## src/rtl/hazard_pkg.sv

```systemverilog
// Shared encodings and helpers for the pipeline hazard unit and its multiply sequencer.
package hazard_pkg;

  localparam logic [1:0] FWD_RF = 2'b00;
  localparam logic [1:0] FWD_W  = 2'b01;
  localparam logic [1:0] FWD_M  = 2'b10;

  localparam logic [3:0] PC_REG = 4'hF;

  localparam int unsigned MUL_CNT_W = 4;
  localparam logic [15:0] STALL_CNT_MAX = 16'hFFFF;

  typedef enum logic {
    StIdle,
    StBusy
  } mulState_e;

  // Memory-stage result is younger than writeback, so it wins when both match.
  function automatic logic [1:0] fwdSel(
    input logic [3:0] src,
    input logic [3:0] wa3M,
    input logic       regWriteM,
    input logic [3:0] wa3W,
    input logic       regWriteW
  );
    if (src == PC_REG) begin
      return FWD_RF;
    end else if (regWriteM && (src == wa3M)) begin
      return FWD_M;
    end else if (regWriteW && (src == wa3W)) begin
      return FWD_W;
    end
    return FWD_RF;
  endfunction

  // Read-after-write hit against an in-flight producer, used when results cannot be bypassed.
  function automatic logic rawHit(
    input logic [3:0] src,
    input logic [3:0] wa3E,
    input logic       regWriteE,
    input logic [3:0] wa3M,
    input logic       regWriteM
  );
    return (src != PC_REG) &&
           ((regWriteE && (src == wa3E)) || (regWriteM && (src == wa3M)));
  endfunction

endpackage

```

## src/rtl/hazard_unit_mul_seq.sv

```systemverilog
// Multi-cycle multiply sequencer: holds the pipeline busy for MUL_CYCLES-1 cycles after a start.
module mul_seq
  import hazard_pkg::*;
#(
  parameter int unsigned MUL_CYCLES = 4
) (
  input  logic clk,
  input  logic reset,
  input  logic MulStartE,
  input  logic PCSrcW,
  output logic MulBusy,
  output logic mulSquash
);

  mulState_e              state;
  logic [MUL_CNT_W-1:0]   cnt;

  always_ff @(posedge clk or posedge reset) begin
    if (reset) begin
      state <= StIdle;
      cnt   <= '0;
    end else begin
      unique case (state)
        StIdle: begin
          if (MulStartE) begin
            state <= StBusy;
            cnt   <= MUL_CNT_W'(MUL_CYCLES - 2);
          end
        end
        StBusy: begin
          // A retiring PC write kills the multiply; new starts are ignored while busy.
          if (PCSrcW) begin
            state <= StIdle;
            cnt   <= '0;
          end else if (cnt == '0) begin
            state <= StIdle;
          end else begin
            cnt <= cnt - 1'b1;
          end
        end
        default: begin
          state <= StIdle;
          cnt   <= '0;
        end
      endcase
    end
  end

  assign MulBusy   = (state == StBusy);
  assign mulSquash = MulBusy & PCSrcW;

endmodule

```

## src/rtl/hazard_unit.sv

```systemverilog
// Pipeline hazard unit: forwarding, load-use/branch stalls and flushes, multiply stalls.
// Define HAZARD_FWD_EN to enable E-stage forwarding; otherwise RAW hazards stall in Decode.
module hazard_unit
  import hazard_pkg::*;
#(
  parameter int unsigned MUL_CYCLES = 4
) (
  input  logic        clk,
  input  logic        reset,
  input  logic [3:0]  RA1D,
  input  logic [3:0]  RA2D,
  input  logic [3:0]  RA1E,
  input  logic [3:0]  RA2E,
  input  logic [3:0]  WA3E,
  input  logic [3:0]  WA3M,
  input  logic [3:0]  WA3W,
  input  logic        RegWriteE,
  input  logic        RegWriteM,
  input  logic        RegWriteW,
  input  logic        MemtoRegE,
  input  logic        PCSrcD,
  input  logic        PCSrcE,
  input  logic        PCSrcM,
  input  logic        PCSrcW,
  input  logic        BranchTakenE,
  input  logic        MulStartE,
  output logic [1:0]  ForwardAE,
  output logic [1:0]  ForwardBE,
  output logic        StallF,
  output logic        StallD,
  output logic        StallE,
  output logic        FlushD,
  output logic        FlushE,
  output logic        MulBusy,
  output logic [15:0] StallCount
);

  logic ldStall;
  logic rawStall;
  logic dataStall;
  logic pcWrPending;
  logic mulSquash;

  mul_seq #(
    .MUL_CYCLES (MUL_CYCLES)
  ) uMulSeq (
    .clk       (clk),
    .reset     (reset),
    .MulStartE (MulStartE),
    .PCSrcW    (PCSrcW),
    .MulBusy   (MulBusy),
    .mulSquash (mulSquash)
  );

`ifndef HAZARD_FWD_EN
  logic unusedFwdInputs;
  assign unusedFwdInputs = ^{RA1E, RA2E, WA3W, RegWriteW};
`endif

  always_comb begin
    ForwardAE = FWD_RF;
    ForwardBE = FWD_RF;
    rawStall  = 1'b0;
`ifdef HAZARD_FWD_EN
    ForwardAE = fwdSel(RA1E, WA3M, RegWriteM, WA3W, RegWriteW);
    ForwardBE = fwdSel(RA2E, WA3M, RegWriteM, WA3W, RegWriteW);
`else
    rawStall  = rawHit(RA1D, WA3E, RegWriteE, WA3M, RegWriteM) |
                rawHit(RA2D, WA3E, RegWriteE, WA3M, RegWriteM);
`endif
  end

  always_comb begin
    ldStall     = ((RA1D == WA3E) || (RA2D == WA3E)) && MemtoRegE && RegWriteE;
    dataStall   = ldStall | rawStall;
    pcWrPending = PCSrcD | PCSrcE | PCSrcM;

    StallF = dataStall | pcWrPending | MulBusy;
    StallD = dataStall | MulBusy;
    StallE = MulBusy;
    FlushD = pcWrPending | PCSrcW | BranchTakenE;
    // E is frozen under a multiply, so the only flush allowed then is the squash.
    FlushE = MulBusy ? mulSquash : (dataStall | BranchTakenE);
  end

  always_ff @(posedge clk or posedge reset) begin
    if (reset) begin
      StallCount <= '0;
    end else if (StallF && (StallCount != STALL_CNT_MAX)) begin
      StallCount <= StallCount + 16'd1;
    end
  end

endmodule

```

## config.mk

```make
export PLATFORM = sky130hd
export DESIGN_NAME = hazard_unit
export DESIGN_NICKNAME = d
export VERILOG_FILES = /design/src/rtl/hazard_pkg.sv /design/src/rtl/hazard_unit_mul_seq.sv /design/src/rtl/hazard_unit.sv
export SDC_FILE = /design/constraint.sdc
export NUM_CORES = 1
export LEC_CHECK = 0
export CORE_ASPECT_RATIO = 1.75
export CORE_MARGIN = 2
export CORE_UTILIZATION = 35
export CTS_CLUSTER_SIZE = 40
export DETAILED_ROUTE_END_ITERATION = 8
export GPL_TIMING_DRIVEN = 0
export PLACE_DENSITY = 0.81
export SETUP_SLACK_MARGIN = 0.5
export SLEW_MARGIN = 10
export SYNTH_ARGS = -nofsm -noshare
export SYNTH_HDL_FRONTEND = slang
export SYNTH_SLANG_ARGS = --single-unit
```

## constraint.sdc

```tcl
create_clock -name clk -period 2 [get_ports clk]
set_input_delay 0.4 -clock clk [delete_from_list [all_inputs] [get_ports clk]]
set_output_delay 0.4 -clock clk [all_outputs]
set_load 0.01 [all_outputs]
```

## Word-level counts from Yosys, hierarchy flattened

Index checks and enable logic that the tools add are counted.

| word-level totals | value |
|---|---|
| input port bits | 40 |
| register bits | 21 |
| word-level logic and storage cells | 49 |

| cells by class | value |
|---|---|
| $add $sub $neg | 2 |
| multiplexer cells | 9 |
| reduce and logical (&&, ||, !) cells | 14 |
| bitwise gates (word level) | 12 |
| eq/ne operators | 9 |

Operators with widths:

| kind | number |
|---|---|
| 16-bit by 1-bit adder with 16-bit output, second input constant | 1 |
| 4-bit == test | 4 |
| 16-bit != test, second input constant | 1 |
| 4-bit 2-to-1 mux | 3 |
| 1-bit bitwise OR | 10 |
| 1-bit logical AND | 9 |
| 4-bit != test, second input constant | 2 |
| 4-bit one-hot mux with 2 select lines | 1 |
| 4-bit logical NOT | 1 |
| 1-bit 2-to-1 mux | 4 |
| 4-bit by 1-bit subtractor with 4-bit output, second input constant | 1 |
| 1-bit logical OR | 3 |
| 3-bit != test, second input constant | 1 |
| 2-bit != test, second input constant | 1 |
| 1-bit one-hot mux with 2 select lines | 1 |
| 2-bit AND reduction | 1 |
| 1-bit AND | 1 |
| 1-bit inverter | 1 |

## Depth between registers and ports, before layout

Gate-level depths: netlist (run 1).

| depth | value |
|---|---|
| depth after elaboration | 9 |
| mapped depth | 8 |

## By module

Synthesis (run 1) repeated with hierarchy kept, for this count alone.

| second synthesis, totals | value |
|---|---|
| cell total of the unflattened synthesis | 151 |
| area total of the unflattened synthesis | 1503.9 um^2 |

Modules (own cells, without submodules):

| module | cells an instance | area an instance (um^2) | seq. area each (um^2) | instances |
|---|---|---|---|---|
| hazard_unit | 118 | 1199.9 | 400.4 | 1 |
| mul_seq | 33 | 304.0 | 125.1 | 1 |

## Least setup slack after synthesis (run 1)

Ideal clock, no wire load.

| timing | value |
|---|---|
| kind | input port to output port |
| start point | in WA3M[0] |
| end point | out StallF |
| path buffers | 2 |
| arrival | 1.596 ns |
| slack | 0.004 ns |
| data required time | 1.600 ns |
| stages on the path | 6 |
| cell sequence | and2_1 -> a21oi_1 -> o221a_1 -> or4b_1 -> buf_2 -> buf_2 |

| on the way | value |
|---|---|
| longest elaborated chain between the ends | 8 |

RTL lines:

| element | RTL line | source |
|---|---|---|
| from (decl) | hazard_unit.sv:15 | `input logic [3:0] WA3M,` |
| 4-bit == test | hazard_pkg.sv:45 | `((regWriteE && (src == wa3E)) \|\| (regWriteM && (src == wa3M)));` |
| 1-bit logical AND | hazard_pkg.sv:45 |  |
| 1-bit logical OR | hazard_pkg.sv:45 |  |
| 1-bit logical AND | hazard_pkg.sv:44 | `return (src != PC_REG) &&` |
| 1-bit bitwise OR (*) | hazard_unit.sv:68 | `rawStall = rawHit(RA1D, WA3E, RegWriteE, WA3M, RegWriteM) \|` |
| 1-bit bitwise OR (*) | hazard_unit.sv:75 | `dataStall = ldStall \| rawStall;` |
| 1-bit bitwise OR (*) (2 in a row) | hazard_unit.sv:78 | `StallF = dataStall \| pcWrPending \| MulBusy;` |
| to (decl) | hazard_unit.sv:29 | `output logic StallF,` |

Mark *: on every way between the ends. The rest lies on a longest branch, timed or not.

## Worst setup path in the final report (run 1)

| timing | value |
|---|---|
| start point | in RegWriteE |
| end point | out StallF |

| on the way | value |
|---|---|
| longest elaborated chain between the ends | 7 |

RTL lines:

| element | RTL line | source |
|---|---|---|
| from (decl) | hazard_unit.sv:17 | `input logic RegWriteE,` |
| 1-bit logical AND | hazard_pkg.sv:45 |  |
| 1-bit logical OR | hazard_pkg.sv:45 |  |
| 1-bit logical AND | hazard_pkg.sv:44 |  |
| 1-bit bitwise OR | hazard_unit.sv:68 |  |
| 1-bit bitwise OR (*) | hazard_unit.sv:75 |  |
| 1-bit bitwise OR (*) (2 in a row) | hazard_unit.sv:78 |  |

Marks and branches as above.

==> results of run 1 <==
-- cell families after synthesis --
group,count (synthesis)
multiplexers,2
buffers and inverters,16
other,1
AO/OA/AOI/OAI,16
adder cells (fa/ha/maj),3
XOR/XNOR,29
flip-flops,21
AND/OR/NAND/NOR,53
-- cells in the mapped netlist (2+ instances only) --
| cell type | instances | area, um^2 |
|---|---|---|
| a21oi_1 | 3 | 15.0 |
| and2_1 | 2 | 12.5 |
| and3_1 | 8 | 50.1 |
| and4_1 | 3 | 26.3 |
| buf_2 | 2 | 10.0 |
| buf_4 | 5 | 37.5 |
| clkbuf_1 | 2 | 7.51 |
| dfrtp_1 | 21 | 526 |
| ha_1 | 3 | 37.5 |
| inv_1 | 7 | 26.3 |
| nand2_1 | 6 | 22.5 |
| nand3_1 | 10 | 50.1 |
| nand4_1 | 11 | 68.8 |
| nor2_1 | 4 | 15.0 |
| o21ai_0 | 4 | 20.0 |
| o22ai_1 | 3 | 18.8 |
| or3_1 | 2 | 12.5 |
| xnor2_1 | 28 | 245 |
-- flip-flops by register name (all words and copies together) (netlist names) --
register and cells:
StallCount 16, uMulSeq.cnt 4, uMulSeq.MulBusy 1
-- worst max path at each step --
| stage | endpoint | depth (start not counted) |
|---|---|---|
| 6_report | StallF | 7 |
| 5_1_grt | StallF | 8 |
| 4_1_cts | StallF | 8 |
| 3_5_place_dp | StallF | 8 |
| 3_3_place_gp | StallF | 8 |
| 2_1_floorplan | StallCount[1] | 7 |
-- power groups by stage --
stage / clock network [mW] / logic, mW / registers (mW)
floorplan: 0 / 0.458 / 0.705
global placement: 0 / 0.845 / 0.693
detailed placement: 0 / 0.864 / 0.696
CTS: 0.282 / 0.924 / 0.674
global route: 0.308 / 1.20 / 0.705
finish: 0.291 / 1.11 / 0.687
-- per-layer routing --
| metal | track usage (%) | share of wire [%] |
|---|---|---|
| met1 | 18.1 | 33 |
| met2 | 36.6 | 59 |
| met3 | 2.96 | 4.4 |
| met4 | 8.35 | 3.8 |
| met5 | 0 | 0 |
-- per-stage QoR --
stage	setup slack (ps)	instance area (um^2)	cells
6_report	-238	2460	269
5_1_grt	-259	2460	269
3_3_place_gp	-1120	1970	238
2_1_floorplan	44.6	1430	144
4_1_cts	-208	2230	261
3_5_place_dp	-1140	1970	238
-- final cells by class --
type	instances	area [um^2]
fill	279	1200
inverter	7	26.3
timing repair buffer	75	682
clock inverter	1	5.00
clock buffer	3	41.3
tap	46	57.6
multi-input combinational	107	1030
sequential	21	529
buffer	9	85.1
-- worst reg2reg max path: cells and delay by family, from the launching register on --
kind	cells	cell delay, ps
buf+inv	6	700
xor+xnor	1	140
compound gates	1	200
simple gates	2	580
flops	1	430
-- cell usage in the layout, fill, tap and decap left out, types with 4 or more instances in the layout --
| master | count |
|---|---|
| buf_4 | 24 |
| buf_8 | 4 |
| and3_1 | 8 |
| xnor2_1 | 15 |
| dfrtp_1 | 18 |
| dlygate4sd2_1 | 17 |
| xnor2_2 | 12 |
| buf_6 | 19 |
| nor2_1 | 4 |
| nand4_1 | 11 |
| inv_1 | 5 |
| nand3_4 | 6 |
| buf_2 | 10 |
| conb_1 | 4 |
| nand2_1 | 5 |
| clkbuf_8 | 4 |
-- repair_timing --
item | 4_1_cts | 5_1_grt
buffers inserted | 19 | 7
gates resized for setup | 166 | 34
cloned | 0 | 1
pin swaps | 22 | 14
setup endpoints to repair | 43 | 24
==> flow_summary.toml, run 1 <==
[pwr]
combPwrFrac_pct = 53.2
power_mw = 2.09
pwr_density_cell_mw_per_mm2 = 848
static-leakage-power_nw = 1.18
power.switching_mw = 0.774
p_seq_share_pct = 32.9
pwr-share-clk_pct = 13.9
p_sw_share_pct = 37.1
cellInternalPower_mw = 1.31
ir_drop_mv = 0.442

[logic_synthesis]
yosys.area_share.simple_pct = 23.0
synth_top_family_by_area = "simple AND/OR/NAND/NOR gates"
synthMuxAreaShare_pct = 1.95
async_flop_share_pct = 100
synthFlopType = "dfrtp_1"
syn_inst = 141
synth_area_per_cell_um2 = 9.54
synthAdderAreaFrac_pct = 2.79
syn_area_mm2 = 0.00135
synth_compound_area_share_pct = 8.00
yosysSeqAreaShare_pct = 39.1
yosysWarningCount = 0
yosys_register_bits = 21
synth_xor_xnor_area_share_pct = 18.9
ys_types = 35
synth-edff-count = 0

[place]
portBuffers = 48
gp_congestion = 0.795
place_hpwl_um = 2580

[worst_setup_path]
r2r_start = "uMulSeq.MulBusy"
crit_start = "RegWriteE"
crit_buf_inv = 4
arrival_ps = 1840
worst-setup-path-type = "input pin to output pin"
r2r-end = "StallCount[8]"
critical_path.top_delay_family = "buffers and inverters"
r2r_cells = 10
slowest_stage = "or4b_4"
worst_setup_path_start_kind = "input pin"
critPathMaxStageDelay_ps = 470
rrSetupSlack_ps = -120
crit_path_cell_trace = "clkdlybuf4s15_1 > o21ai_2 > o221a_1 > or4b_4 > buf_6 > buf_8 > buf_6"
critPathRequiredTime_ps = 1600
critPathMaxFanout = 3
cpMostUsedCell = "buf_6"
critPathCaptureType = "output pin"

[floorplanning]
row_count = 29
die-height_um = 86.0
coreArea_mm2 = 0.00366
initial_core_util_pct = 36.7
die_w_um = 50.9
dieArea_mm2 = 0.00437
ioPinCount = 66

[job]
cap_viol_max_count = 0

[clocking]
cts_tree = "done"
clock_sinks = 21
cts-root-buf = "clkbuf_8"
postCtsHoldBufs = 0
cts_buffers = 3
worstSkewPairLatency_ps = 270
path_clk_slew_ps = 90
cts_buffer_depth = 2
htreeDepth = 1

[status]
violations = "negative setup slack"
status = "complete, but fails checks"

[global_routing]
antenna_found_initial = 0
grt_max_degree = 22
grt_first_pass_wirelength_um = 6220
grt_util_all_layers_pct = 18.6
overflow = 0
grt_pass1_vias = 1418

[timing]
final.hold.worst_slack_ps = 510
drv_slew = 0
finalWorstSetupSlack_ps = -238
relSlewSlack_pct = 45.5
finalHoldViolations = 0
fmax_ghz = 0.447
tightest_slew_ps = 817
skew_ps = 11.5
fin_tns_setup_ps = -1480
rsz0062_at_grt = "true"
setup_violations = 15
layout_min_cycle_time_ps = 2240
timing.final.crit_share_pct = 112

[routing]
ant_nets = 0
via_count = 1427
finalWirelength_um = 4360
first_pass_iters = 4
drt-initial-drc-count = 26
vias_per_cell = 5.30
wl_per_cell_um = 16.2
drc = 0

[hold_path]
min_path_cells = 1
hold_start = "StallCount[4]"
hold_path.class = "flop to flop"
hold_end = "StallCount[4]"

[cells_and_area]
num_antenna_cells = 0
area_delta_synth_final_pct = 83.0
drive_gt1_share_pct = 49.8
nets = 267
utilization_pct = 67.2
Power figures use the tool's default switching activity.
==> run 2: changes to the inputs <==
- CORE_MARGIN: 2 -> not set
- TNS_END_PERCENT: not set -> 20
==> flow_summary.toml, run 2 (same netlist as run 1, synthesis figures left out) <==
[timing]
layout_min_cycle_time_ps = 2240
final.hold.worst_slack_ps = 495
fmax_ghz = 0.447
finalWorstSetupSlack_ps = -236
skew_ps = 1.50
drv_slew = 0
timing.final.crit_share_pct = 112
tightest_slew_ps = 772
fin_tns_setup_ps = -611
finalHoldViolations = 0
setup_violations = 9
relSlewSlack_pct = 48.5
rsz0062_at_grt = "true"

[pwr]
static-leakage-power_nw = 1.04
pwr_density_cell_mw_per_mm2 = 866
ir_drop_mv = 0.489

[cells_and_area]
num_antenna_cells = 0
nets = 253
area_delta_synth_final_pct = 66.0
drive_gt1_share_pct = 41.1
largest-register = "StallCount"
utilization_pct = 60.9
layout_common_cells = "xnor2_1, dlygate4sd2_1, dfrtp_1"
final_cell_area_mm2 = 0.00223
final_common_cell = "xnor2_1"
final_cells = 255
largest_reg_flops = 16

[floorplanning]
die-height_um = 84.0
ioPinCount = 66
dieArea_mm2 = 0.00410
coreArea_mm2 = 0.00366
initial_core_util_pct = 36.7
die_w_um = 48.9
row_count = 29

[global_routing]
antenna_found_initial = 0
overflow = 0
grt_pass1_vias = 1331
grt_util_all_layers_pct = 18.7
grt_max_degree = 22
grt_first_pass_wirelength_um = 5890

[worst_setup_path]
slowest_stage = "or4b_4"
rrSetupSlack_ps = -110
r2r_cells = 8
critPathMaxStageDelay_ps = 470
worst_setup_path_start_kind = "input pin"
critPathMaxFanout = 3
crit_path_cell_trace = "buf_8 > and2_4 > a21oi_2 > o221a_1 > or4b_4 > buf_6 > buf_8 > buf_6"
r2r_start = "uMulSeq.MulBusy"
worst-setup-path-type = "input pin to output pin"
crit_start = "RA1D[0]"
arrival_ps = 1840
critPathRequiredTime_ps = 1600
critPathCaptureType = "output pin"

[clocking]
cts-root-buf = "clkbuf_8"
cts_tree = "done"
postCtsHoldBufs = 0
cts_buffer_depth = 2
path_clk_slew_ps = 70
clock_sinks = 21
worstSkewPairLatency_ps = 260
cts_buffers = 3
htreeDepth = 1

[place]
placed_area_mm2 = 0.00192
place_hpwl_um = 2650
gp_congestion = 0.820
dpl.cell_count = 238
portBuffers = 48

[routing]
drt-initial-drc-count = 30
drc = 0
wl_per_cell_um = 15.2
finalWirelength_um = 3870
ant_nets = 0
via_count = 1327
first_pass_iters = 4
vias_per_cell = 5.20

[status]
status = "complete, but fails checks"
violations = "negative setup slack"

[hold_path]
min_path_cells = 1
hold_path.class = "flop to flop"
hold_start = "StallCount[4]"

[job]
cap_viol_max_count = 0
-- run 2: cell count changes in the layout (fill, tap and decap cells not counted), sizes merged --
cell	delta
dlymetal6s2s	-1
clkinv	-1
clkbuf	-1
buf	-13
dlygate4sd2	+2
-- run 2: final timing paths --
| path | to |
|---|---|
| max | StallF |
| min | StallCount[4] |
| max reg2reg | StallCount[1] |
| min reg2reg | StallCount[4] |
| max in group asynchronous | StallCount[5] |
| min in group asynchronous | StallCount[0] |
-- run 2: area by class of cell --
class | count | area [um^2]
plain buffers | 9 | 82.6
clock buffers | 4 | 45.0
fillers | 321 | 1430
inverters | 7 | 26.3
multi-input cells | 107 | 947
flip-flops and latches | 21 | 529
well taps | 46 | 57.6
repair buffers | 61 | 546
-- run 2: report_power, final --
part / internal [mW] / switching (mW)
logic: 0.526 / 0.418
clock network: 0.142 / 0.130
registers: 0.553 / 0.166
-- run 2: routing by layer --
metal	up-vias	GRT usage (%)	wire length (um)
li1	625	-	-
met1	639	17.8	1320
met2	56	37.9	2330
met3	7	2.00	132
met4	0	8.56	78
met5	-	0	0
-- run 2: stage by stage --
step	setup WS, ps	total power [mW]
after floorplan	43.6	1.15
after global placement	-1100	1.52
after detailed placement	-1090	1.55
after CTS	-207	1.85
after global routing	-273	2.06
final	-236	1.93
-- run 2: what timing repair did --
| item | 4_1_cts | 5_1_grt |
|---|---|---|
| resized for setup | 160 | 27 |
| setup endpoints to repair | 43 | 23 |
| pin swaps | 27 | 10 |
| setup buffers | 8 | 5 |
| hold endpoints to repair | 0 | 0 |
-- run 2: worst max-delay path, delay by kind of cell --
kind | cells | cell delay [ps]
simple gates | 2 | 620
buf+inv | 4 | 450
compound gates | 2 | 370
